File: src/rtl/time_set_input_if.sv
// Signal bundle for the time-entry block: raw buttons and current time in, edited time and status out.
interface time_set_input_if;
    logic       btn_mode;
    logic       btn_up;
    logic       btn_down;
    logic [7:0] time_hours;
    logic [7:0] time_minutes;
    logic [7:0] set_hours;
    logic [7:0] set_minutes;
    logic       load;
    logic       editing;
    logic [1:0] field_sel;

    modport master (
        output btn_mode, btn_up, btn_down, time_hours, time_minutes,
        input  set_hours, set_minutes, load, editing, field_sel
    );

    modport slave (
        input  btn_mode, btn_up, btn_down, time_hours, time_minutes,
        output set_hours, set_minutes, load, editing, field_sel
    );
endinterface

File: src/rtl/time_set_input.sv
// Debounced three-button BCD hours/minutes editor with a one-cycle commit strobe.
// Optional hold-to-repeat on up/down is enabled by defining TIME_SET_AUTO_REPEAT_EN.
module time_set_input #(
    parameter int DEBOUNCE_CYCLES = 1_000_000,
    parameter int REPEAT_DELAY    = 50_000_000,
    parameter int REPEAT_RATE     = 10_000_000
) (
    input logic            clk,
    input logic            rst_n,
    time_set_input_if.slave bus
);
    localparam int DW = $clog2(DEBOUNCE_CYCLES + 1);

    if (DEBOUNCE_CYCLES < 1 || REPEAT_DELAY < 1 || REPEAT_RATE < 1) begin : g_bad_param
        $error("time_set_input: timing parameters must be at least 1");
    end

    typedef enum logic [1:0] {IDLE, EDIT_H, EDIT_M, COMMIT} state_t;

    state_t        state, state_next;
    logic [7:0]    hours_q, hours_next, minutes_q, minutes_next;
    logic [2:0]    raw, sync1, sync2, deb, deb_d, press, rep, ev;
    logic [DW-1:0] db_cnt [3];
    logic          mode, up, down;

    // Bit 0 = mode, bit 1 = up, bit 2 = down throughout.
    assign raw   = {bus.btn_down, bus.btn_up, bus.btn_mode};
    assign press = deb & ~deb_d;

    function automatic logic [7:0] bcd_inc(input logic [7:0] v, input logic [7:0] max);
        if (v == max)         return 8'h00;
        if (v[3:0] == 4'h9)   return {v[7:4] + 4'h1, 4'h0};
        return {v[7:4], v[3:0] + 4'h1};
    endfunction

    function automatic logic [7:0] bcd_dec(input logic [7:0] v, input logic [7:0] max);
        if (v == 8'h00)       return max;
        if (v[3:0] == 4'h0)   return {v[7:4] - 4'h1, 4'h9};
        return {v[7:4], v[3:0] - 4'h1};
    endfunction

    // For well-formed BCD the byte ordering matches the decimal ordering.
    function automatic logic [7:0] bcd_sanitize(input logic [7:0] v, input logic [7:0] max);
        if (v[7:4] > 4'h9 || v[3:0] > 4'h9 || v > max) return 8'h00;
        return v;
    endfunction

    always_ff @(posedge clk or negedge rst_n) begin
        if (!rst_n) begin
            sync1 <= '0;
            sync2 <= '0;
            deb   <= '0;
            deb_d <= '0;
            ev    <= '0;
            for (int i = 0; i < 3; i++) db_cnt[i] <= '0;
        end else begin
            sync1 <= raw;
            sync2 <= sync1;
            deb_d <= deb;
            ev    <= press | rep;
            for (int i = 0; i < 3; i++) begin
                if (sync2[i] != deb[i]) begin
                    if (db_cnt[i] == DW'(DEBOUNCE_CYCLES - 1)) begin
                        deb[i]    <= sync2[i];
                        db_cnt[i] <= '0;
                    end else begin
                        db_cnt[i] <= db_cnt[i] + 1'b1;
                    end
                end else begin
                    db_cnt[i] <= '0;
                end
            end
        end
    end

`ifdef TIME_SET_AUTO_REPEAT_EN
    localparam int RMAX = (REPEAT_DELAY > REPEAT_RATE) ? REPEAT_DELAY : REPEAT_RATE;
    localparam int RW   = $clog2(RMAX + 1);

    logic [RW-1:0] rpt_cnt [2];
    logic [1:0]    rpt_first;
    logic          rpt_active;

    // rpt_cnt holds cycles since the last up/down event; zero means not armed.
    assign rpt_active = (state == EDIT_H || state == EDIT_M) && (state_next == state);

    always_comb begin
        rep = '0;
        for (int i = 0; i < 2; i++) begin
            rep[i+1] = rpt_active && deb[i+1] && !press[i+1] &&
                       (rpt_cnt[i] == (rpt_first[i] ? RW'(REPEAT_DELAY) : RW'(REPEAT_RATE)));
        end
    end

    always_ff @(posedge clk or negedge rst_n) begin
        if (!rst_n) begin
            rpt_first <= '1;
            for (int i = 0; i < 2; i++) rpt_cnt[i] <= '0;
        end else begin
            for (int i = 0; i < 2; i++) begin
                if (!rpt_active || !deb[i+1]) begin
                    rpt_cnt[i]   <= '0;
                    rpt_first[i] <= 1'b1;
                end else if (press[i+1]) begin
                    rpt_cnt[i]   <= RW'(1);
                    rpt_first[i] <= 1'b1;
                end else if (rep[i+1]) begin
                    rpt_cnt[i]   <= RW'(1);
                    rpt_first[i] <= 1'b0;
                end else if (rpt_cnt[i] != '0) begin
                    rpt_cnt[i]   <= rpt_cnt[i] + 1'b1;
                end
            end
        end
    end
`else
    assign rep = '0;
`endif

    assign mode = ev[0];
    assign up   = ev[1] & ~ev[2];
    assign down = ev[2] & ~ev[1];

    always_ff @(posedge clk or negedge rst_n) begin
        if (!rst_n) begin
            state     <= IDLE;
            hours_q   <= 8'h00;
            minutes_q <= 8'h00;
        end else begin
            state     <= state_next;
            hours_q   <= hours_next;
            minutes_q <= minutes_next;
        end
    end

    // Mode takes priority so a simultaneous up/down never alters the value.
    always_comb begin
        state_next   = state;
        hours_next   = hours_q;
        minutes_next = minutes_q;
        case (state)
            IDLE: if (mode) begin
                hours_next   = bcd_sanitize(bus.time_hours, 8'h23);
                minutes_next = bcd_sanitize(bus.time_minutes, 8'h59);
                state_next   = EDIT_H;
            end
            EDIT_H: begin
                if (mode)      state_next = EDIT_M;
                else if (up)   hours_next = bcd_inc(hours_q, 8'h23);
                else if (down) hours_next = bcd_dec(hours_q, 8'h23);
            end
            EDIT_M: begin
                if (mode)      state_next   = COMMIT;
                else if (up)   minutes_next = bcd_inc(minutes_q, 8'h59);
                else if (down) minutes_next = bcd_dec(minutes_q, 8'h59);
            end
            COMMIT:  state_next = IDLE;
            default: state_next = IDLE;
        endcase
    end

    assign bus.set_hours   = hours_q;
    assign bus.set_minutes = minutes_q;
    assign bus.load        = (state == COMMIT);
    assign bus.editing     = (state == EDIT_H) || (state == EDIT_M);
    assign bus.field_sel   = (state == EDIT_H) ? 2'd1 : (state == EDIT_M) ? 2'd2 : 2'd0;
endmodule

File: src/flat_wrapper.sv
// flat-port wrapper written by rule: the top's interface ports become plain ports
module time_set_input_flat 
#(
    parameter int DEBOUNCE_CYCLES = 1_000_000,
    parameter int REPEAT_DELAY    = 50_000_000,
    parameter int REPEAT_RATE     = 10_000_000
)
  (clk, rst_n, bus_btn_mode, bus_btn_up, bus_btn_down, bus_time_hours, bus_time_minutes, bus_set_hours, bus_set_minutes, bus_load, bus_editing, bus_field_sel);
  time_set_input_if bus_i ();
  input logic clk;
  input logic rst_n;
  input wire logic [$bits(bus_i.btn_mode)-1:0] bus_btn_mode;
  input wire logic [$bits(bus_i.btn_up)-1:0] bus_btn_up;
  input wire logic [$bits(bus_i.btn_down)-1:0] bus_btn_down;
  input wire logic [$bits(bus_i.time_hours)-1:0] bus_time_hours;
  input wire logic [$bits(bus_i.time_minutes)-1:0] bus_time_minutes;
  output wire logic [$bits(bus_i.set_hours)-1:0] bus_set_hours;
  output wire logic [$bits(bus_i.set_minutes)-1:0] bus_set_minutes;
  output wire logic [$bits(bus_i.load)-1:0] bus_load;
  output wire logic [$bits(bus_i.editing)-1:0] bus_editing;
  output wire logic [$bits(bus_i.field_sel)-1:0] bus_field_sel;
  assign bus_i.btn_mode = bus_btn_mode;
  assign bus_i.btn_up = bus_btn_up;
  assign bus_i.btn_down = bus_btn_down;
  assign bus_i.time_hours = bus_time_hours;
  assign bus_i.time_minutes = bus_time_minutes;
  assign bus_set_hours = bus_i.set_hours;
  assign bus_set_minutes = bus_i.set_minutes;
  assign bus_load = bus_i.load;
  assign bus_editing = bus_i.editing;
  assign bus_field_sel = bus_i.field_sel;
  time_set_input #(.DEBOUNCE_CYCLES(DEBOUNCE_CYCLES), .REPEAT_DELAY(REPEAT_DELAY), .REPEAT_RATE(REPEAT_RATE)) u_core (.clk(clk), .rst_n(rst_n), .bus(bus_i));
endmodule
File: config.mk
export PLATFORM = sky130hd
export DESIGN_NAME = time_set_input_flat
export DESIGN_NICKNAME = d
export VERILOG_FILES = /design/src/rtl/time_set_input_if.sv /design/src/rtl/time_set_input.sv /design/src/flat_wrapper.sv
export SDC_FILE = /design/constraint.sdc
export NUM_CORES = 1
export LEC_CHECK = 0
export CAP_MARGIN = 20
export CORE_MARGIN = 1.5
export CORE_UTILIZATION = 45
export DETAILED_ROUTE_END_ITERATION = 10
export HOLD_SLACK_MARGIN = 0.02
export SLEW_MARGIN = 20
export SYNTH_ARGS = -nofsm -noshare
export SYNTH_HDL_FRONTEND = slang
export SYNTH_SLANG_ARGS = --single-unit
export TNS_END_PERCENT = 20
File: constraint.sdc
create_clock -name clk -period 2.6 [get_ports clk]
set_input_delay 0.39 -clock clk [delete_from_list [all_inputs] [get_ports clk]]
set_output_delay 0.39 -clock clk [all_outputs]
set_load 0.01 [all_outputs]
==> impl_metrics.json, run 1 <==
{
  "status": "finished clean",
  "worst_clock_skew_ps": 7.06,
  "antenna_found_initial": 0,
  "hold_path_class": "flop to flop",
  "synthCells": 542,
  "dr_wl_met3_um": 458,
  "worst_pin_slew_ps": 617,
  "ys_seq_area_frac": 0.457,
  "clock_latency_ps": 340,
  "clkTransAtPathRegs_ps": 70,
  "die_y_um": 109,
  "worstPathArrival_ps": 2500,
  "syn_area_per_cell_um2": 9.40,
  "dp_hpwl_mm": 7.23,
  "rows": 38,
  "grt_usage": 0.192,
  "fin_area_um2": 5970,
  "cts_made_buffers": 9,
  "core_um2": 10900,
  "async_reset_ff_frac": 1.00,
  "met1_length_mm": 5.10,
  "drtIter0Drc": 247,
  "yosys.area_share.simple": 0.241,
  "netlist_area_um2": 5100,
  "clock_sinks": 93,
  "cp-start-kind": "flop",
  "h-tree-depth": 3,
  "ioPinCount": 41,
  "maxUsedRoutingLayer": "met4",
  "maxCapViolCount": 0,
  "fmax_ghz": 0.452,
  "min_period_ps": 2210,
  "synth.yosys.warnings": 0,
  "gp_congestion": 0.807,
  "start_util": 0.466,
  "synth.mux.area_fraction": 0.0150,
  "antennaDiodeCount": 0,
  "cts_tree": "done",
  "grt_pass1_vias": 3860,
  "drc": 0,
  "synth-seq-cells": 93,
  "dp_slack_ps": 417,
  "clk_root_buffer_cell": "clkbuf_16",
  "cellPowerDensity_nw_per_um2": 496,
  "place_inst": 712,
  "synth_cell_type_count": 57,
  "die_w_um": 109,
  "synth_compound_area_frac": 0.106,
  "final_antenna_net_count": 0,
  "drt_first_pass_iters": 4,
  "synthAdderAreaFrac": 0.0491,
  "die_area_um2": 12000,
  "slew_headroom": 0.585,
  "finalPower_w": 0.00296,
  "wl_per_cell_um": 14.4,
  "grt_pass1_wl_mm": 18.1,
  "worstPathMaxFanout": 9,
  "finalNetCount": 625,
  "critPathRequiredTime_ps": 2880,
  "path_class": "flop to flop",
  "post_cts_resized": 0,
  "vias": 3988,
  "fin_ws_ps": 387,
  "period_share": 0.851,
  "slew_violations": 0,
  "synth_top_family_by_area": "simple AND/OR/NAND/NOR gates",
  "syn-num-nets": 583,
  "synthXorXnorAreaFrac": 0.0997,
  "synth-edff-count": 0,
  "grt_max_degree": 65,
  "setup-violations-final": 0,
  "dpl-instance-area_um2": 5650,
  "cts_buffer_depth": 2,
  "io_buffers": 40,
  "drive_gt1_frac": 0.0663,
  "crit_path_end_kind": "flop",
  "rsz0062_at_grt": "false",
  "grt.overflow.total": 0,
  "vias_per_cell": 5.48,
  "routed-wl-met2_mm": 4.78,
  "fin_cells": 728,
  "layout-area-overhead-vs-synth_pct": 17.1,
  "ir_drop_v": 0.000331,
  "wirelength_mm": 10.5,
  "finalHoldViolCount": 0,
  "ys.flop_type": "dfrtp_1",
  "fin_setup_tns_ps": 0,
  "cellLeakagePower_nw": 2.57
}
cells in the final DEF (no fill, tap or decap), drive strengths merged, types with 3 or more instances in the layout:
cell type,n
clkbuf,12
and3b,3
nand2,36
a31oi,5
o21ai,12
xnor2,31
nor4,5
o221ai,3
buf,7
nor2b,6
clkdlybuf4s50,39
o311ai,3
nand4,13
a22oi,4
dfrtp,93
inv,24
nor3,13
and4,6
xor2,27
a32o,3
nand3,38
a21o,3
nor2,89
a32oi,3
nand2b,3
nor4b,3
o22ai,3
and3,13
or2,5
mux2,5
or3,4
a31o,4
a21oi,15
ha,20
o211ai,3
cell usage after synthesis (5+ instances only):
cell type,count,area share
dfrtp_1,93,0.46
nor2_1,89,0.066
xnor2_1,31,0.053
o21ai_0,12,0.012
mux2_2,5,0.011
buf_2,8,0.0079
nor3_1,13,0.013
and4_1,6,0.010
a21oi_1,15,0.015
a31oi_1,5,0.0061
ha_1,20,0.049
nor2b_1,6,0.0074
nand3_1,38,0.037
nor4_1,5,0.0061
nand2_1,36,0.027
inv_1,24,0.018
and3_1,13,0.016
nand4_1,13,0.016
xor2_1,27,0.046
clkbuf_1,6,0.0044
or2_2,5,0.0061
final cells by class:
type / count / area, um2
clock buffer: 12 / 267
clock inverter: 3 / 43.8
fill: 1008 / 4960
inverter: 24 / 90.1
multi-input combinational: 409 / 2600
sequential: 93 / 2330
tap: 140 / 175
timing repair buffer: 47 / 465
sequential cells by signal, indices dropped and copies added (netlist names):
signal,count
u_core.db_cnt,60
u_core.state,2
u_core.deb,3
u_core.ev,3
u_core.sync1,3
u_core.sync2,3
u_core.deb_d,3
u_core.bus.set_minutes,8
u_core.bus.set_hours,8
worst max-delay path: stages (launching register included):
cell and delay, ps:
dfrtp_1 480, inv_1 120, ha_1 190, or3b_4 420, or3_1 340, o41a_1 310
a31oi_1 150, a31o_1 150
path summary, 6_finish.rpt:
path / startpoint / end / slack (ps) / depth (start not counted)
max: u_core.bus.set_minutes[0]$_DFFE_PN0P_ / u_core.bus.set_minutes[7]$_DFFE_PN0P_ / 390 / 7
max in group asynchronous: rst_n / u_core.db_cnt[12]$_DFF_PN0_ / 1410 / 3
min: u_core.sync1[1]$_DFF_PN0_ / u_core.sync2[1]$_DFF_PN0_ / 360 / 0
min reg2reg: u_core.sync1[1]$_DFF_PN0_ / u_core.sync2[1]$_DFF_PN0_ / 360 / 0
min in group asynchronous: rst_n / u_core.db_cnt[40]$_DFF_PN0_ / 510 / 2
max reg2reg: u_core.bus.set_minutes[0]$_DFFE_PN0P_ / u_core.bus.set_minutes[7]$_DFFE_PN0P_ / 390 / 7
timing repair:
item                      CTS  global route
hold buffers                1             0
hold endpoints to repair   29             0
setup buffers               0             0
routing by layer:
metal / global-route usage / vias up
met2: 0.299 / 70
li1: - / 1983
met3: 0.0373 / 16
met4: 0.0714 / 0
met5: 0 / -
met1: 0.266 / 1919
cells by family (layout without fill, tap and decap cells):
kind of cell / after synthesis / in the layout
compound gates: 76 / 76
xor+xnor: 58 / 58
fa+ha+maj: 20 / 20
buf+inv: 40 / 86
flops: 93 / 93
mux: 7 / 7
simple gates: 248 / 248
where the power goes:
part | internal [W] | total (W) | switching (W)
clock | 0.000819 | 0.00137 | 0.000547
sequential | 0.00146 | 0.00148 | 0.0000136
combinational | 0.0000520 | 0.000121 | 0.0000693
through the flow:
| stage | hold slack, ps | util |
|---|---|---|
| after floorplan | 94.4 | - |
| after global placement | 333 | 0.517 |
| after detailed placement | 343 | 0.517 |
| after CTS | 361 | 0.546 |
| after global routing | 381 | 0.546 |
| final | 361 | 0.546 |
Note: power is estimated with default switching activity, not from simulation.
==> inputs of run 2 (changes only) <==
--- a/config.mk
+++ b/config.mk
@@ -10,6 +10,7 @@
 export CORE_UTILIZATION = 45
 export DETAILED_ROUTE_END_ITERATION = 10
 export HOLD_SLACK_MARGIN = 0.02
+export SKIP_CTS_REPAIR_TIMING = 1
 export SLEW_MARGIN = 20
 export SYNTH_ARGS = -nofsm -noshare
 export SYNTH_HDL_FRONTEND = slang
==> impl_metrics.json, run 2 (same netlist as run 1, synthesis figures left out) <==
{
  "status": "finished clean",
  "finalNetCount": 625,
  "h-tree-depth": 3,
  "dpl-instance-area_um2": 5650,
  "clk_root_buffer_cell": "clkbuf_16",
  "rr_endpoint": "u_core.bus.set_minutes[7]$_DFFE_PN0P_",
  "min_to": "u_core.sync2[1]$_DFF_PN0_",
  "clkTransAtPathRegs_ps": 70,
  "critPathRequiredTime_ps": 2880,
  "wirelength_mm": 10.5,
  "antennaDiodeCount": 0,
  "reg2reg_depth": 7,
  "crit_chain": "inv_1 > ha_1 > or3b_4 > or3_1 > o41a_1 > a31oi_1 > a31o_1",
  "fin_cells": 728,
  "worstPathMaxFanout": 9,
  "ir_drop_v": 0.000331,
  "cp-start-kind": "flop",
  "vias": 3997,
  "cellPowerDensity_nw_per_um2": 496,
  "maxCapViolCount": 0,
  "dp_slack_ps": 417,
  "dp_hpwl_mm": 7.23,
  "fin_ws_ps": 387,
  "slowest_stage": "dfrtp_1",
  "drc": 0,
  "worst_clock_skew_ps": 7.07,
  "wl_per_cell_um": 14.4,
  "final_antenna_net_count": 0,
  "place_inst": 712,
  "worstPathArrival_ps": 2500,
  "cellLeakagePower_nw": 2.57,
  "die_w_um": 109,
  "rsz0062_at_grt": "false",
  "slew_violations": 0,
  "path_class": "flop to flop",
  "final_cell_mix": "dfrtp_1 (93), nor2_1 (89), clkdlybuf4s50_1 (39)",
  "hold_path_class": "flop to flop",
  "fin_setup_tns_ps": 0,
  "gp_congestion": 0.807,
  "core_um2": 10900,
  "start_util": 0.466,
  "worst_pin_slew_ps": 617,
  "grt_usage": 0.192,
  "drt_first_pass_iters": 4,
  "min_period_ps": 2210,
  "slew_headroom": 0.585,
  "crit_path_end_kind": "flop",
  "cts_made_buffers": 9,
  "largest_reg_flops": 60,
  "clock_sinks": 93,
  "drtIter0Drc": 247,
  "vias_per_cell": 5.49,
  "grt.overflow.total": 0,
  "worstHoldPathCells": 0,
  "min_from": "u_core.sync1[1]$_DFF_PN0_",
  "fin_area_um2": 5970,
  "regMostFlops": "u_core.db_cnt",
  "ioPinCount": 41,
  "slowest_delay_ps": 480,
  "grt_max_degree": 65,
  "fillCellCount": 1011,
  "finalHoldViolCount": 0,
  "die_y_um": 109,
  "grt_pass1_vias": 3854,
  "drive_gt1_frac": 0.0663,
  "fmax_ghz": 0.452,
  "cp-startpoint": "u_core.bus.set_minutes[0]$_DFFE_PN0P_",
  "cts_tree": "done",
  "antenna_found_initial": 0,
  "io_buffers": 40,
  "cts_buffer_depth": 2,
  "timing.rr.start": "u_core.bus.set_minutes[0]$_DFFE_PN0P_",
  "setup-violations-final": 0,
  "grt_pass1_wl_mm": 18.1,
  "period_share": 0.851,
  "layout-area-overhead-vs-synth_pct": 17.1,
  "layout_commonest_cell": "dfrtp_1",
  "die_area_um2": 12000,
  "rows": 38,
  "clock_latency_ps": 340,
  "regToRegSetupSlack_ps": 390
}
run 2: cell counts in the layout (fill, tap and decap cells not counted):
No cell type changed its count.
run 2: cell type report:
class | instances | area [um2] | area share
well taps | 140 | 175 | 0.0293
clock buffers | 12 | 267 | 0.0446
clock inverters | 3 | 43.8 | 0.00733
inverters | 24 | 90.1 | 0.0151
flip-flops and latches | 93 | 2330 | 0.390
multi-input cells | 409 | 2600 | 0.436
repair buffers | 47 | 465 | 0.0780
run 2: metrics by stage:
| step | utilization | hold slack (ps) | total power [W] |
|---|---|---|---|
| global route | 0.546 | 381 | 0.00307 |
| global placement | 0.517 | 333 | 0.00162 |
| floorplan | - | 94.4 | 0.00155 |
| CTS | 0.545 | -22.0 | 0.00300 |
| detailed placement | 0.517 | 343 | 0.00163 |
| finish | 0.546 | 361 | 0.00296 |
run 2: routing by layer:
metal	routed length (um)	vias to the layer above	global-route usage
li1	-	1984	-
met1	5100	1925	0.266
met2	4780	72	0.298
met3	464	16	0.0373
met4	163	0	0.0714
met5	0	-	0
run 2: worst max-delay path by stage:
stage                                             to  slack (ps)  depth (start not counted)
4_1_cts        u_core.bus.set_minutes[7]$_DFFE_PN0P_         410                          7
3_3_place_gp   u_core.bus.set_minutes[7]$_DFFE_PN0P_         460                          7
2_1_floorplan  u_core.bus.set_minutes[7]$_DFFE_PN0P_         500                          7
3_5_place_dp   u_core.bus.set_minutes[7]$_DFFE_PN0P_         420                          7
6_report       u_core.bus.set_minutes[7]$_DFFE_PN0P_         390                          7
5_1_grt        u_core.bus.set_minutes[7]$_DFFE_PN0P_         280                          7
run 2: report_power, final:
part	internal (W)	leakage (nW)	switching, W	total [W]
registers	0.00146	1.22	0.0000135	0.00148
clock network	0.000819	0.155	0.000547	0.00137
logic	0.0000520	1.20	0.0000693	0.000121
total	0.00233	2.57	0.000630	0.00296
run 2: worst max-delay path: cells and delay by family, from the launching register on:
kind            cells  cell delay (ps)
simple gates        2              760
buf+inv             1              120
flops               1              480
fa+ha+maj           1              190
compound gates      3              610
==> patch 1 (flow settings as in run 2) <==
Build with the macro `TIME_SET_AUTO_REPEAT_EN` defined.
--- a/src/rtl/time_set_input.sv
+++ b/src/rtl/time_set_input.sv
@@ -2,2 +2,4 @@
 // Optional hold-to-repeat on up/down is enabled by defining TIME_SET_AUTO_REPEAT_EN.
+`define TIME_SET_AUTO_REPEAT_EN
+
 module time_set_input #(
Behaviour: same outputs for any inputs over 4 cycles, from zero or initial values and one cycle with rst_n low; that may be too few to reach the edited logic, so the function may still have changed.
==> patch 1 against run 2 <==
  * Wire length up 61%
  * Cell area up 58%
  * Count of clock-buffer cells in the layout up 7
  * Setup slack worse by 0.21 ns
  * Global-route usage about the same
  * Area after synthesis up 59%
  * Clock skew up 0.0079 ns
  * Power up 69%
  * Sequential cell count up 54
  * Clock power up 84%
  * Sequential power up 57%
  * Combinational power up 37%
==> patch 1: results (changes against run 2) <==
capturing element of the worst setup path: bus_field_sel[0]
largest net degree at the start of global routing: 51 (-22%)
Data buffer area share: 0.05857 (-0.01938)
clock tree cell share of total cell area: 0.06495 (+0.01298)
count of clock-net buffers in the final layout: 19 (+7)
number of unique standard cell types used by synthesis: 63 (+11%)
via count of the first global-routing pass: 6215 (+61%)
Peak VDD IR: 490.2 uV (+48%)
global-route wire length before repair: 28840 um (+59%)
status: finished, final reports clean
source of the critical timing path: u_core.state[1]
latest clock arrival within the worst-skew pair: 0.42 ns (+0.08 ns)
number of sinks handled by clock tree synthesis: 147 (+58%)
Non-Clock Buffer Count: 58 (+23%)
largest registers: u_core.db_cnt x60, u_core.rpt_cnt x52
share of final-layout standard cells stronger than drive strength 1: 0.08234 (+0.01601)
Rel. slew slack: 0.5021 (-0.08322)
post-detailed-routing wire length: 16940 um (+61%)
main area contributors after synthesis: sky130_fd_sc_hd__dfrtp_1 45%, sky130_fd_sc_hd__nor2_1 6.3%, sky130_fd_sc_hd__xor2_1 6.1%, sky130_fd_sc_hd__xnor2_1 5.4%, sky130_fd_sc_hd__ha_1 3.9%
iteration count of the initial detailed-routing pass: 5 (+1)
multi-input combinational cell area: 4182 um^2 (+61%)
multi-input combinational cell count: 656 (+60%)
depth of the CTS H-tree: 4 (+1)
most numerous cell types in the synthesized netlist: 145 x sky130_fd_sc_hd__dfrtp_1, 136 x sky130_fd_sc_hd__nor2_1, 73 x sky130_fd_sc_hd__nand2_1
Syn Nets: 904 (+55%)
arrival time at the worst endpoint: 2.04 ns (-0.46 ns)
CP Max Fanout: 16 (+7)
total routing usage reported by global routing: 0.1916 (-0.0003664)
critical register-to-register path endpoint: u_core.rpt_cnt[44]
leakage power: 3.964 nW (+54%)
final estimated routing congestion in global placement: 0.8649 (+7.2%)
share of cell area taken by flip-flops and latches: 0.3908 (+0.0009828)
depth of the most critical reg-to-reg path: 10 (+3)
Filler cells: 1567 (+55%)
via density per instance: 5.479 (-0.21%)
Worst Hold Endpoint: u_core.sync2[0]
Hold Path Cell Cnt: 0 (unchanged)
HPWL after detailed placement: 11740 um (+62%)
area share of the leading cell type in the synthesized netlist: 0.4486 (-0.007915)
final net count: 956 (+53%)
proportion of synthesized chip area in sequential cells: 0.4551 (-0.001418)
startpoint of the most critical hold path: u_core.sync1[0]
number of design-rule violations left by the first detailed-router iteration: 353 (+43%)
clock skew after layout: 0.01502 ns (+0.007947 ns)
reg2reg setup slack: 0.21 ns (-0.18 ns)
Non-clock inverters: 30 (+25%)
TritonCTS Buffers: 17 (+8)
## patch 1: cell count changes in the layout (fill, tap and decap cells not counted), sizes merged, moves of 17 or more
cell / before / now
nor4: 5 / 24
xnor2: 31 / 50
nand3: 38 / 55
xor2: 27 / 56
nand2: 36 / 73
nand4: 13 / 35
nor2: 89 / 137
dfrtp: 93 / 145
## patch 1: critical path, stage by stage (launching register included)
cell	delay, ns
sky130_fd_sc_hd__dfrtp_1	0.45
sky130_fd_sc_hd__inv_1	0.15
sky130_fd_sc_hd__ha_1	0.23
sky130_fd_sc_hd__buf_4	0.23
sky130_fd_sc_hd__clkdlybuf4s50_1	0.56
## patch 1: cells by family after synthesis
logic type                 synth area share
xor gates and xnor gates             0.1148
DFF                                  0.4551
muxes                               0.01841
buffers and inverters               0.03048
adders and majority gates           0.03868
AOI/OAI and AO/OA                   0.07054
and+or+nand+nor                      0.2720
## patch 1: routing by layer
layer  share of wire  vias up  track usage
met2            0.49      114       0.3213
met5               0        -            0
li1                -     3110            -
met3           0.032       15      0.03481
met4           0.011        0      0.06433
met1            0.47     3051       0.2495
## patch 1: per-stage QoR
stage	total power, mW	hold slack [ns]	setup slack, ns	instances	instance area [um^2]
2_1_floorplan	2.423	0.09441	0.4249	858	8088
3_3_place_gp	2.530	0.3324	0.2448	1111	8755
3_5_place_dp	2.535	0.3371	0.08034	1111	8755
4_1_cts	5.080	-0.08770	0.06970	1143	9366
5_1_grt	5.204	0.3512	0.03232	1148	9420
6_report	5.006	0.3490	0.1738	1148	9420
## patch 1: power by group
group	leakage [nW]	switching, mW	internal (mW)	total [mW]
Sequential	1.99	0.0172	2.31	2.32
Combinational	1.68	0.0987	0.0676	0.166
Clock	0.295	0.960	1.56	2.52
Total	3.96	1.08	3.93	5.01
==> patch 2 (config.mk and constraints of run 2) <==
Made on the original files. Encoding of `state_t`: now Gray code (2 bits for 4 states).
--- a/src/rtl/time_set_input.sv
+++ b/src/rtl/time_set_input.sv
@@ -17,3 +17,3 @@
 
-    typedef enum logic [1:0] {IDLE, EDIT_H, EDIT_M, COMMIT} state_t;
+    typedef enum logic [1:0] {IDLE = 2'b00, EDIT_H = 2'b01, EDIT_M = 2'b11, COMMIT = 2'b10} state_t;
 
Function: no difference found for any inputs over 10 cycles, from zero or initial values and one cycle with rst_n low; not proved beyond that.
==> patch 2 against run 2 <==
  * Wire length down 3.9%
  * Combinational power is essentially flat
  * Sequential cell count unchanged
  * Cell area grew 0.38%
  * Via count shrank 3.5%
  * Setup slack got worse by 0.10 ns
  * Final cell count down 1.4%
  * Area after synthesis hardly changed
  * Power grew 6.7%
  * Sequential power hardly changed
  * Largest power group is now the clock network
==> patch 2: results (changes against run 2) <==
fraction of the mapped netlist area in compound gates: 0.1104 (+0.004582)
CP Max Fanout: 7 (-2)
placed cell areas: 5623 um^2 (-0.49%)
Routed met2 length: 4656 um (-2.6%)
via count of the first global-routing pass: 3662 (-5.0%)
global routing met3 resource utilization: 0.04624 (+0.008892)
total routing usage reported by global routing: 0.1811 (-0.01084)
most numerous cell types in the synthesized netlist: 93 x sky130_fd_sc_hd__dfrtp_1, 87 x sky130_fd_sc_hd__nor2_1, 34 x sky130_fd_sc_hd__nand2_1, 34 x sky130_fd_sc_hd__nand3_1, 32 x sky130_fd_sc_hd__xor2_1
Filler cells: 993 (-1.8%)
final estimated routing congestion in global placement: 0.9130 (+13%)
xor and xnor area share after synthesis: 0.1013 (+0.001644)
kind of cell with the highest combined delay on the critical path: buffers and inverters
metal3 WL: 388 um (-16%)
leakage power: 2.538 nW (-1.3%)
internal portion of total power: 2.534 mW (+8.6%)
Peak VDD IR: 392.2 uV (+18%)
main area contributors after synthesis: sky130_fd_sc_hd__dfrtp_1 46%, sky130_fd_sc_hd__nor2_1 6.4%, sky130_fd_sc_hd__xor2_1 5.5%, sky130_fd_sc_hd__xnor2_1 4.6%, sky130_fd_sc_hd__ha_1 3.9%
status: finished, final reports clean
number of unique standard cell types used by synthesis: 67 (+18%)
post-detailed-routing wire length: 10100 um (-3.9%)
Syn Nets: 569 (-2.4%)
clock skew after layout: 0.006277 ns (-0.0007971 ns)
GR Layer Usage met1: 0.2396 (-0.02618)
number of design-rule violations left by the first detailed-router iteration: 184 (-26%)
fraction of synthesized area in multiplexers: 0.01791 (+0.002932)
Critical Path Max Stage Delay: 0.57 ns (+0.09 ns)
## patch 2: cell types whose count changed after synthesis, moves of 4 or more
cell / run 2 / this run
sky130_fd_sc_hd__xor2_1: 27 / 32
sky130_fd_sc_hd__and3_1: 13 / 9
sky130_fd_sc_hd__ha_1: 20 / 16
sky130_fd_sc_hd__nand3_1: 38 / 34
sky130_fd_sc_hd__nor3_1: 13 / 9
sky130_fd_sc_hd__or2_2: 5 / 1
sky130_fd_sc_hd__xnor2_1: 31 / 27
## patch 2: stage by stage
stage,hold WS [ns],setup WS (ns),instances
after floorplan,0.09441,0.6882,532
after CTS,-0.1210,0.2570,717
after global routing,0.3660,0.1619,718
after detailed placement,0.2539,0.5517,701
final,0.3481,0.2838,718
after global placement,0.2510,0.6546,701
## patch 2: layout make-up
cell class / count / area share
clock inverters: 3 / 0.01503
inverters: 24 / 0.01503
well taps: 140 / 0.02923
clock buffers: 13 / 0.04509
repair buffers: 48 / 0.07891
multi-input cells: 397 / 0.4284
flip-flops and latches: 93 / 0.3883
## patch 2: power groups by stage
stage                     combinational (mW)  sequential (mW)  clock, mW
after global placement                 0.122             1.50          0
after global routing                   0.139             1.48       1.65
after CTS                              0.124             1.48       1.61
after detailed placement               0.124             1.50          0
after floorplan                       0.0489             1.50          0
final                                  0.121             1.48       1.56
## patch 2: path summary, 6_finish.rpt
check | startpoint | to | slack (ns)
max reg2reg | u_core.bus.set_minutes[0] | u_core.bus.set_minutes[7] | 0.52
max | u_core.state[0] | bus_field_sel[0] | 0.28
min | u_core.sync1[1] | u_core.sync2[1] | 0.35
min in group asynchronous | rst_n | u_core.db_cnt[37] | 0.43
max in group asynchronous | rst_n | u_core.bus.set_hours[5] | 1.48
min reg2reg | u_core.sync1[1] | u_core.sync2[1] | 0.35
